--- src/rtl/rbot_pkg.sv ---
`default_nettype none
// ============================================================================
// Module      : rbot_pkg
// Description : Shared constants and issue-FSM state type for the move queue
//               sequencer and its unpacker.
// Revision    : 1.0 - initial release
// ============================================================================
package rbot_pkg;

    localparam int MOVE_W_DEF    = 4;
    localparam int SEQ_MOVES_DEF = 50;
    localparam int DEPTH_DEF     = 256;

    localparam int MOVE_NOP = 0;

    typedef enum logic [2:0] {
        IDLE      = 3'd0,
        ISSUE     = 3'd1,
        WAIT_ACK  = 3'd2,
        WAIT_DONE = 3'd3,
        FINISH    = 3'd4
    } seq_state_t;

endpackage
`default_nettype wire

--- src/rtl/move_unpacker.sv ---
`default_nettype none
// ============================================================================
// Module      : move_unpacker
// Description : Registers a packed move word and emits one nonzero move code
//               per cycle, MSB slot first; stops once the rest is all zero.
// Revision    : 1.0 - initial release
// ============================================================================
module move_unpacker
    import rbot_pkg::*;
#(
    parameter int MOVE_W    = MOVE_W_DEF,
    parameter int SEQ_MOVES = SEQ_MOVES_DEF
) (
    input  logic                        clock,
    input  logic                        reset_n,
    input  logic                        abort,
    input  logic                        load_valid,
    input  logic [SEQ_MOVES*MOVE_W-1:0] load_seq,
    output logic                        load_ready,
    output logic                        push_valid,
    output logic [MOVE_W-1:0]           push_code
);

    localparam int SEQ_W = SEQ_MOVES * MOVE_W;

    logic             r_active;
    logic [SEQ_W-1:0] r_shift;
    logic [SEQ_W-1:0] w_rest;

    assign w_rest     = r_shift << MOVE_W;
    assign push_code  = r_shift[SEQ_W-1 -: MOVE_W];
    assign push_valid = r_active && (push_code != MOVE_W'(MOVE_NOP));
    assign load_ready = !r_active && !abort;

    // The all-zero test on the remaining bits also bounds a load to
    // SEQ_MOVES cycles: after the last slot the remainder is always zero.
    always_ff @(posedge clock or negedge reset_n) begin
        if (!reset_n) begin
            r_active <= 1'b0;
            r_shift  <= '0;
        end else if (abort) begin
            r_active <= 1'b0;
        end else if (r_active) begin
            r_shift <= w_rest;
            if (w_rest == '0) begin
                r_active <= 1'b0;
            end
        end else if (load_valid) begin
            r_shift  <= load_seq;
            r_active <= 1'b1;
        end
    end

endmodule
`default_nettype wire

--- src/rtl/move_queue_sequencer.sv ---
`default_nettype none
// ============================================================================
// Module      : move_queue_sequencer
// Description : Circular move queue fed by the unpacker, drained one move at a
//               time to the executor over a start/done handshake.
// Revision    : 1.0 - initial release
// ============================================================================
module move_queue_sequencer
    import rbot_pkg::*;
#(
    parameter int MOVE_W    = MOVE_W_DEF,
    parameter int SEQ_MOVES = SEQ_MOVES_DEF,
    parameter int DEPTH     = DEPTH_DEF
) (
    input  logic                        clock,
    input  logic                        reset_n,
    input  logic                        load_valid,
    output logic                        load_ready,
    input  logic [SEQ_MOVES*MOVE_W-1:0] load_seq,
    input  logic                        run,
    input  logic                        abort,
    output logic [MOVE_W-1:0]           move_code,
    output logic                        move_start,
    input  logic                        move_done,
    output logic                        busy,
    output logic                        seq_done,
    output logic                        aborted,
    output logic [$clog2(DEPTH):0]      num_moves,
    output logic [15:0]                 curr_step,
    output logic                        overflow
);

    localparam int AW = $clog2(DEPTH);

    logic                push_valid;
    logic [MOVE_W-1:0]   push_code;

    logic [MOVE_W-1:0]   r_mem [DEPTH];
    logic [AW-1:0]       r_wr_ptr;
    logic [AW-1:0]       r_rd_ptr;
    logic [AW:0]         r_count;

    seq_state_t          r_state;
    seq_state_t          w_state_next;

    logic                w_full;
    logic                w_empty;
    logic                w_push;
    logic                w_drop;
    logic                w_pop;

    move_unpacker #(
        .MOVE_W    (MOVE_W),
        .SEQ_MOVES (SEQ_MOVES)
    ) u_unpacker (
        .clock      (clock),
        .reset_n    (reset_n),
        .abort      (abort),
        .load_valid (load_valid),
        .load_seq   (load_seq),
        .load_ready (load_ready),
        .push_valid (push_valid),
        .push_code  (push_code)
    );

    // Fullness uses the registered count, so a same-cycle pop never makes
    // room for the push in that cycle.
    assign w_full  = (r_count == (AW+1)'(DEPTH));
    assign w_empty = (r_count == '0);
    assign w_push  = push_valid && !w_full && !abort;
    assign w_drop  = push_valid &&  w_full && !abort;
    assign w_pop   = (r_state == ISSUE) && !abort;

    assign num_moves = r_count;
    assign busy      = (r_state != IDLE);
    assign seq_done  = (r_state == FINISH);

    always_ff @(posedge clock) begin
        if (w_push) begin
            r_mem[r_wr_ptr] <= push_code;
        end
    end

    always_ff @(posedge clock or negedge reset_n) begin
        if (!reset_n) begin
            r_wr_ptr <= '0;
            r_rd_ptr <= '0;
            r_count  <= '0;
        end else if (abort) begin
            r_wr_ptr <= '0;
            r_rd_ptr <= '0;
            r_count  <= '0;
        end else begin
            if (w_push) begin
                r_wr_ptr <= r_wr_ptr + AW'(1);
            end
            if (w_pop) begin
                r_rd_ptr <= r_rd_ptr + AW'(1);
            end
            if (w_push && !w_pop) begin
                r_count <= r_count + (AW+1)'(1);
            end else if (!w_push && w_pop) begin
                r_count <= r_count - (AW+1)'(1);
            end
        end
    end

    always_ff @(posedge clock or negedge reset_n) begin
        if (!reset_n) begin
            r_state <= IDLE;
        end else begin
            r_state <= w_state_next;
        end
    end

    always_comb begin
        w_state_next = r_state;
        case (r_state)
            IDLE:      if (run) w_state_next = w_empty ? FINISH : ISSUE;
            ISSUE:     w_state_next = WAIT_ACK;
            WAIT_ACK:  w_state_next = WAIT_DONE;
            WAIT_DONE: if (move_done) w_state_next = w_empty ? FINISH : ISSUE;
            FINISH:    w_state_next = IDLE;
            default:   w_state_next = IDLE;
        endcase
        if (abort) begin
            w_state_next = IDLE;
        end
    end

    always_ff @(posedge clock or negedge reset_n) begin
        if (!reset_n) begin
            move_code  <= '0;
            move_start <= 1'b0;
            curr_step  <= '0;
            aborted    <= 1'b0;
            overflow   <= 1'b0;
        end else begin
            aborted <= abort;
            if (w_drop) begin
                overflow <= 1'b1;
            end
            if (abort) begin
                move_start <= 1'b0;
            end else begin
                case (r_state)
                    IDLE: begin
                        if (run && !w_empty) begin
                            curr_step <= '0;
                        end
                    end
                    ISSUE: begin
                        move_code  <= r_mem[r_rd_ptr];
                        move_start <= 1'b1;
                        curr_step  <= curr_step + 16'd1;
                    end
                    WAIT_ACK: move_start <= 1'b0;
                    FINISH:   move_code  <= '0;
                    default: ;
                endcase
            end
        end
    end

endmodule
`default_nettype wire

--- config.mk ---
export PLATFORM = sky130hd
export DESIGN_NAME = move_queue_sequencer
export DESIGN_NICKNAME = d
export VERILOG_FILES = /design/src/rtl/rbot_pkg.sv /design/src/rtl/move_unpacker.sv /design/src/rtl/move_queue_sequencer.sv
export SDC_FILE = /design/constraint.sdc
export NUM_CORES = 2
export LEC_CHECK = 0
export ABC_AREA = 1
export ABC_CLOCK_PERIOD_IN_PS = 6000
export BUFFER_PORTS_ARGS = -buffer_cell sky130_fd_sc_hd__buf_4
export CORE_ASPECT_RATIO = 0.6
export CORE_UTILIZATION = 44
export CTS_CLUSTER_DIAMETER = 120
export CTS_CLUSTER_SIZE = 10
export DETAILED_ROUTE_END_ITERATION = 16
export PLACE_DENSITY = 0.74
export SYNTH_ARGS = -nofsm -noshare
export SYNTH_HDL_FRONTEND = slang
export SYNTH_SLANG_ARGS = --single-unit
--- constraint.sdc ---
create_clock -name clock -period 6 [get_ports clock]
set_input_delay 0.6 -clock clock [delete_from_list [all_inputs] [get_ports clock]]
set_output_delay 0.6 -clock clock [all_outputs]
set_load 0.01 [all_outputs]
## After elaboration in Yosys (flattened, before gate mapping)

Memory sizes are Yosys's and may differ from the RTL's.
Index checks and enable logic that the tools add are counted.

| storage, ports and cells | value |
|---|---|
| flip-flop bits (word level) | 252 |
| RAM bits | 1024 |
| output and inout port bits | 35 |
| memories | 1 |

| operators by class | value |
|---|---|
| add/subtract/negate cells | 5 |
| eq/ne operators | 8 |
| mux-type cells | 25 |
| bitwise logic cells | 1 |
| reduce and logical (&&, ||, !) cells | 32 |

Memory list:

| name | depth | bits a word | rd ports | clocked after memory_dff | write ports | line | RTL |
|---|---|---|---|---|---|---|---|
| r_mem | 256 | 4 | 1 | 0 | 1 | move_queue_sequencer.sv:38 | `logic [MOVE_W-1:0] r_mem [DEPTH];` |

Operators with widths:

| kind | count |
|---|---|
| 200-bit 2-to-1 mux | 2 |
| 200-bit zero test | 1 |
| 8-bit 2-to-1 mux | 4 |
| 16-bit case mux with 2 select lines | 1 |
| 9-bit 2-to-1 mux | 3 |
| 16-bit by 1-bit adder with 16-bit output (second input constant) | 1 |
| 8-bit by 1-bit adder with 8-bit output (second input constant) | 2 |
| 16-bit 2-to-1 mux | 1 |
| 3-bit 2-to-1 mux | 4 |
| 3-bit case mux with 4 select lines | 1 |
| 1-bit logical AND | 10 |
| 2-bit nonzero test | 5 |
| 9-bit by 1-bit adder with 9-bit output (second input constant) | 1 |
| 9-bit == test (second input constant) | 1 |
| 9-bit zero test | 1 |
| 3-bit nonzero test | 3 |
| 9-bit by 1-bit subtractor with 9-bit output (second input constant) | 1 |
| 4-bit case mux with 2 select lines | 1 |
| 1-bit 2-to-1 mux | 7 |
| 3-bit by 2-bit == test with 1-bit output (second input constant) | 2 |
| 1-bit zero test | 6 |
| 3-bit inequality test (second input constant) | 2 |
| 2-bit AND reduction | 3 |
| 4-bit nonzero test | 1 |
| 7 further kinds | 7 |

## Longest topological paths before layout

| logic depth | value |
|---|---|
| depth in word-level cells | 9 |
| gate-level depth with buffers | 18 |
| gate-level depth less buffers | 18 |

## Cells and area by module

From an unflattened synthesis, not the netlist that was laid out.

| unflattened totals | value |
|---|---|
| cells, all modules | 5517 |
| area total of the unflattened synthesis | 55896.1 um^2 |

Modules (own cells, without submodules):

| module | times used | cells each | area each (um^2) |
|---|---|---|---|
| move_queue_sequencer | 1 | 4247 | 45907.8 |
| move_unpacker | 1 | 1270 | 9988.3 |

## Worst setup path before layout

No wires, ideal clock.

| timing | value |
|---|---|
| path type | flip-flop to flip-flop |
| start point | register u_unpacker.r_shift[197] |
| end point | register r_count[8] (netlist: num_moves[8]) |
| arrival | 5.610 ns |
| required time | 5.883 ns |
| setup slack | 0.273 ns |
| cell stages (with the launch flop) | 16 |
| path buffers | 0 |
| period minus slack after synthesis | 5.727 ns |
| path through | dfrtp_1 -> inv_1 -> a31oi_1 -> nand2_2 -> nor2_4 -> nand2_1 -> ha_1 -> nand2_1 -> o21ai_0 -> a21oi_1 -> o21bai_1 -> nand2_1 -> a21oi_1 -> o21bai_1 -> nand3_1 -> nand2_1 |

| between the ends | value |
|---|---|
| longest elaborated chain between the ends | 7 |
| elaborated cells between the ends (all ways) | 10 |
| classes of those cells | mux (2); reduce/logical (8) |

Ends and longest elaborated chain:

| item | line | RTL |
|---|---|---|
| from (decl) | move_unpacker.sv:27 | `logic [SEQ_W-1:0] r_shift;` |
| from (signal assigned) | move_unpacker.sv:44 | `r_shift <= w_rest;` |
| from (signal assigned) | move_unpacker.sv:49 | `r_shift <= load_seq;` |
| 4-bit nonzero test (*) | move_unpacker.sv:32 | `assign push_valid = r_active && (push_code != MOVE_W'(MOVE_NOP));` |
| 1-bit logical AND (*) | move_unpacker.sv:32 |  |
| 1-bit logical AND (*) (2 in a row) | move_queue_sequencer.sv:70 | `assign w_push = push_valid && !w_full && !abort;` |
| 1-bit logical AND or 1-bit zero test (tied branches) | move_queue_sequencer.sv:100, move_queue_sequencer.sv:102 |  |
| 9-bit 2-to-1 mux or 1-bit logical AND (tied branches) | move_queue_sequencer.sv:100, move_queue_sequencer.sv:102 |  |
| 9-bit 2-to-1 mux or 3-bit nonzero test (tied branches) | n/a |  |
| to (signal assigned) | move_queue_sequencer.sv:101 | `r_count <= r_count + (AW+1)'(1);` |
| to (signal assigned) | move_queue_sequencer.sv:103 | `r_count <= r_count - (AW+1)'(1);` |
| to (decl) | move_queue_sequencer.sv:41 | `logic [AW:0] r_count;` |

Mark *: on every way between the ends. The rest lies on a longest branch, timed or not.
A chain may end at the register's enable or synchronous reset.

## Worst setup path in the final report

| timing | value |
|---|---|
| start point | register u_unpacker.r_active |
| end point | register r_count[8] (netlist: num_moves[8]) |

| between the ends | value |
|---|---|
| longest elaborated chain between the ends | 6 |
| elaborated cells between the ends (all ways) | 9 |
| classes of those cells | mux (2); reduce/logical (7) |

Ends and longest elaborated chain:

| item | line | RTL |
|---|---|---|
| from (decl) | move_unpacker.sv:26 | `logic r_active;` |
| from (signal assigned) | move_unpacker.sv:39 | `r_active <= 1'b0;` |
| from (signal assigned) | move_unpacker.sv:42 | `r_active <= 1'b0;` |
| from (signal assigned) | move_unpacker.sv:46 | `r_active <= 1'b0;` |
| 1-bit logical AND (*) | move_unpacker.sv:32 |  |
| 1-bit logical AND (*) (2 in a row) | move_queue_sequencer.sv:70 |  |
| 1-bit logical AND or 1-bit zero test (tied branches) | move_queue_sequencer.sv:100, move_queue_sequencer.sv:102 |  |
| 9-bit 2-to-1 mux or 1-bit logical AND (tied branches) | move_queue_sequencer.sv:100, move_queue_sequencer.sv:102 |  |
| 9-bit 2-to-1 mux or 3-bit nonzero test (tied branches) | n/a |  |

Marks and branches as above.

==> flow_metrics.env <==
export IMPL_startpoint="u_unpacker.r_active"
export IMPL_postCtsHoldBufs=1
export IMPL_grt_pass1_vias=37858
export IMPL_cts_tree="done"
export IMPL_place_gp_congestion=0.884
export IMPL_drt_iter0_drc=5794
export IMPL_dieArea_mm2=0.126
export IMPL_ant_nets=0
export IMPL_clock_latency_ns=0.76
export IMPL_yosys_warnings=0
export IMPL_die_h_um=275
export IMPL_maxCapViolCount=0
export IMPL_coreArea_mm2=0.123
export IMPL_status="finished clean"
export IMPL_grtUsageTotal=0.236
export IMPL_htreeDepth=4
export IMPL_cts_sink_count=1276
export IMPL_tns_ns=0
export IMPL_ios=241
export IMPL_drv_slew=0
export IMPL_synthesis_area_mm2=0.0548
export IMPL_num_rows=99
export IMPL_syn_to_final_growth_pct=12.9
export IMPL_die_x_um=458
export IMPL_yosysSeqAreaShare=0.676
export IMPL_rr_startpoint="u_unpacker.r_active"
export IMPL_nets=5625
export IMPL_avgSynthCellArea_um2=10.4
export IMPL_crit_path_end_kind="register"
export IMPL_antenna_found_initial=7
export IMPL_min_delay_path_class="input port to register"
export IMPL_hold_viol=0
export IMPL_final_common_cell="nand2_1"
export IMPL_ys_types=42
export IMPL_start_util=0.447
export IMPL_cp_arrival_ns=5.30
export IMPL_layout_common_cells="nand2_1, edfxtp_1, nand3_1"
export IMPL_drive_gt1_frac=0.0893
export IMPL_critPathMaxFanout=65
export IMPL_timing_slew_headroom=0.155
export IMPL_path_class="register to register"
export IMPL_clock_skew_ns=0.0276
export IMPL_max_freq_mhz=214
export IMPL_num_vias=40274
export IMPL_hold_start="abort"
export IMPL_synthCells=5292
export IMPL_clk_pin_slew_ns=0.06
export IMPL_port_buffers=240
export IMPL_fin_crit_ns=4.67
export IMPL_setup_viol=0
export IMPL_wl_um=151000
export IMPL_syn_nets=5513
export IMPL_peakVddDrop_v=0.000290
export IMPL_p_leak_nw=23.6
export IMPL_drtPass1Iterations=6
export IMPL_viasPerCell=5.70
export IMPL_power_density_mw_per_mm2=369
export IMPL_rsz0062_at_grt="false"
export IMPL_postCtsSetupBuffers=0
export IMPL_grt_ovfl_total=0
export IMPL_ys_ff_latch=1276
export IMPL_numCtsBuffers=145
export IMPL_min_period_over_period=0.779
export IMPL_tightestPinTransition_ns=1.27
export IMPL_cts_buffer_depth=3
export IMPL_n_fill_cell=10506
export IMPL_hold_slack_ns=0.0855
export IMPL_dp_cells=6872
export IMPL_cts_root_buf="clkbuf_16"
export IMPL_dp_hpwl_um=91400
export IMPL_wl_per_cell_um=21.4
export IMPL_grt_pass1_wl_um=228000
export IMPL_grt_max_degree=171
export IMPL_finalNonFillerCells=7070
export IMPL_cts_resized=0
export IMPL_remaining_drc_errors=0
export IMPL_start_kind="register"
export IMPL_required_ns=6.63
==> critical path, stage by stage (launching register included) <==
cell and delay (ns):
dfrtp_4 0.81, inv_1 0.50, a31oi_1 0.50, nand2_2 0.19, nor2_4 0.34, nand2_1 0.39
ha_1 0.51, nand2_1 0.09, o21ai_0 0.32, a21oi_1 0.12, o21bai_1 0.22, nand2_1 0.10
a21oi_1 0.22, o21bai_1 0.10, nand3_1 0.07, nand2_1 0.05
==> Yosys cell counts (all sizes together) <==
cell,n,area (µm²)
nor4,30,203
buf,119,629
and2,1,6.26
xor2,5,43.8
o221ai,2,17.5
nand2,1811,6810
xnor2,2,17.5
a22oi,1,7.51
dfrtp,252,6310
clkbuf,217,815
o21ai,206,1030
ha,14,175
a221oi,1,8.76
inv,242,908
o21bai,3,22.5
clkinv,6,22.5
o32ai,2,17.5
nand3,610,3050
a22o,1,8.76
o21a,1,7.51
mux2i,3,30.0
nand4,44,300
o211ai,175,1310
nor3b,1,7.51
nor3,13,76.3
nor2,324,1230
fa,1,20.0
a31oi,24,150
o22ai,10,62.6
a21oi,147,736
edfxtp,1024,30700
==> where the power goes <==
| group | internal [W] | switching (W) |
|---|---|---|
| Clock | 0.00454 | 0.00342 |
| Combinational | 0.00121 | 0.00316 |
| Sequential | 0.0102 | 0.000317 |
==> per-stage QoR <==
stage,setup slack [ns],total power (W),util,area [µm²]
after floorplan,0.273,0.0135,-,54800
after global placement,1.52,0.0148,0.471,57800
after detailed placement,1.42,0.0149,0.471,57800
after CTS,1.40,0.0228,0.505,61800
after global routing,0.830,0.0238,0.505,61800
final,1.33,0.0228,0.505,61800
==> flip-flops by register name, summed over array words and instances (netlist names) <==
| register | cells |
|---|---|
| r_mem | 1024 |
| r_wr_ptr | 8 |
| num_moves | 9 |
| curr_step | 16 |
| move_code | 4 |
| move_start | 1 |
| r_state | 3 |
| u_unpacker.r_shift | 200 |
| u_unpacker.r_active | 1 |
| r_rd_ptr | 8 |
| overflow | 1 |
| aborted | 1 |
==> logic make-up (layout without fill, tap and decap cells) <==
group                    count (synthesis)  after routing  share of synthesized area
AO/OA/AOI/OAI                          573            573                     0.0618
XOR/XNOR                                 7              7                    0.00112
adder cells (fa/ha/maj)                 15             15                    0.00356
buffers and inverters                  584            745                     0.0434
flip-flops                            1276           1276                      0.676
multiplexers                             3              3                   0.000548
other                                    0              1                          0
AND/OR/NAND/NOR                       2834           2834                      0.213
==> layer usage <==
metal	global-route usage	vias to the layer above	routed length (µm)
met1	0.352	19283	65100
met2	0.320	2346	61600
met3	0.0780	325	19900
met4	0.0820	6	4620
li1	-	18314	-
met5	0	-	34
==> cell type report <==
type | instances | area, µm² | area share
flip-flops and latches | 1276 | 37100 | 0.600
multi-input cells | 3432 | 15400 | 0.248
clock buffers | 186 | 3890 | 0.0629
repair buffers | 301 | 2360 | 0.0381
well taps | 1616 | 2020 | 0.0327
inverters | 248 | 953 | 0.0154
clock inverters | 10 | 171 | 0.00277
diodes | 1 | 2.50 | 0.0000405
==> path summary, 6_finish.rpt <==
check,end,slack [ns],depth (start not counted)
max in group asynchronous,r_rd_ptr[1],4.08,3
max reg2reg,num_moves[8],1.33,15
min in group asynchronous,u_unpacker.r_shift[123],0.44,2
max,num_moves[8],1.33,15
min reg2reg,overflow,0.49,1
min,aborted,0.09,1
(Power assumes the default switching activity.)
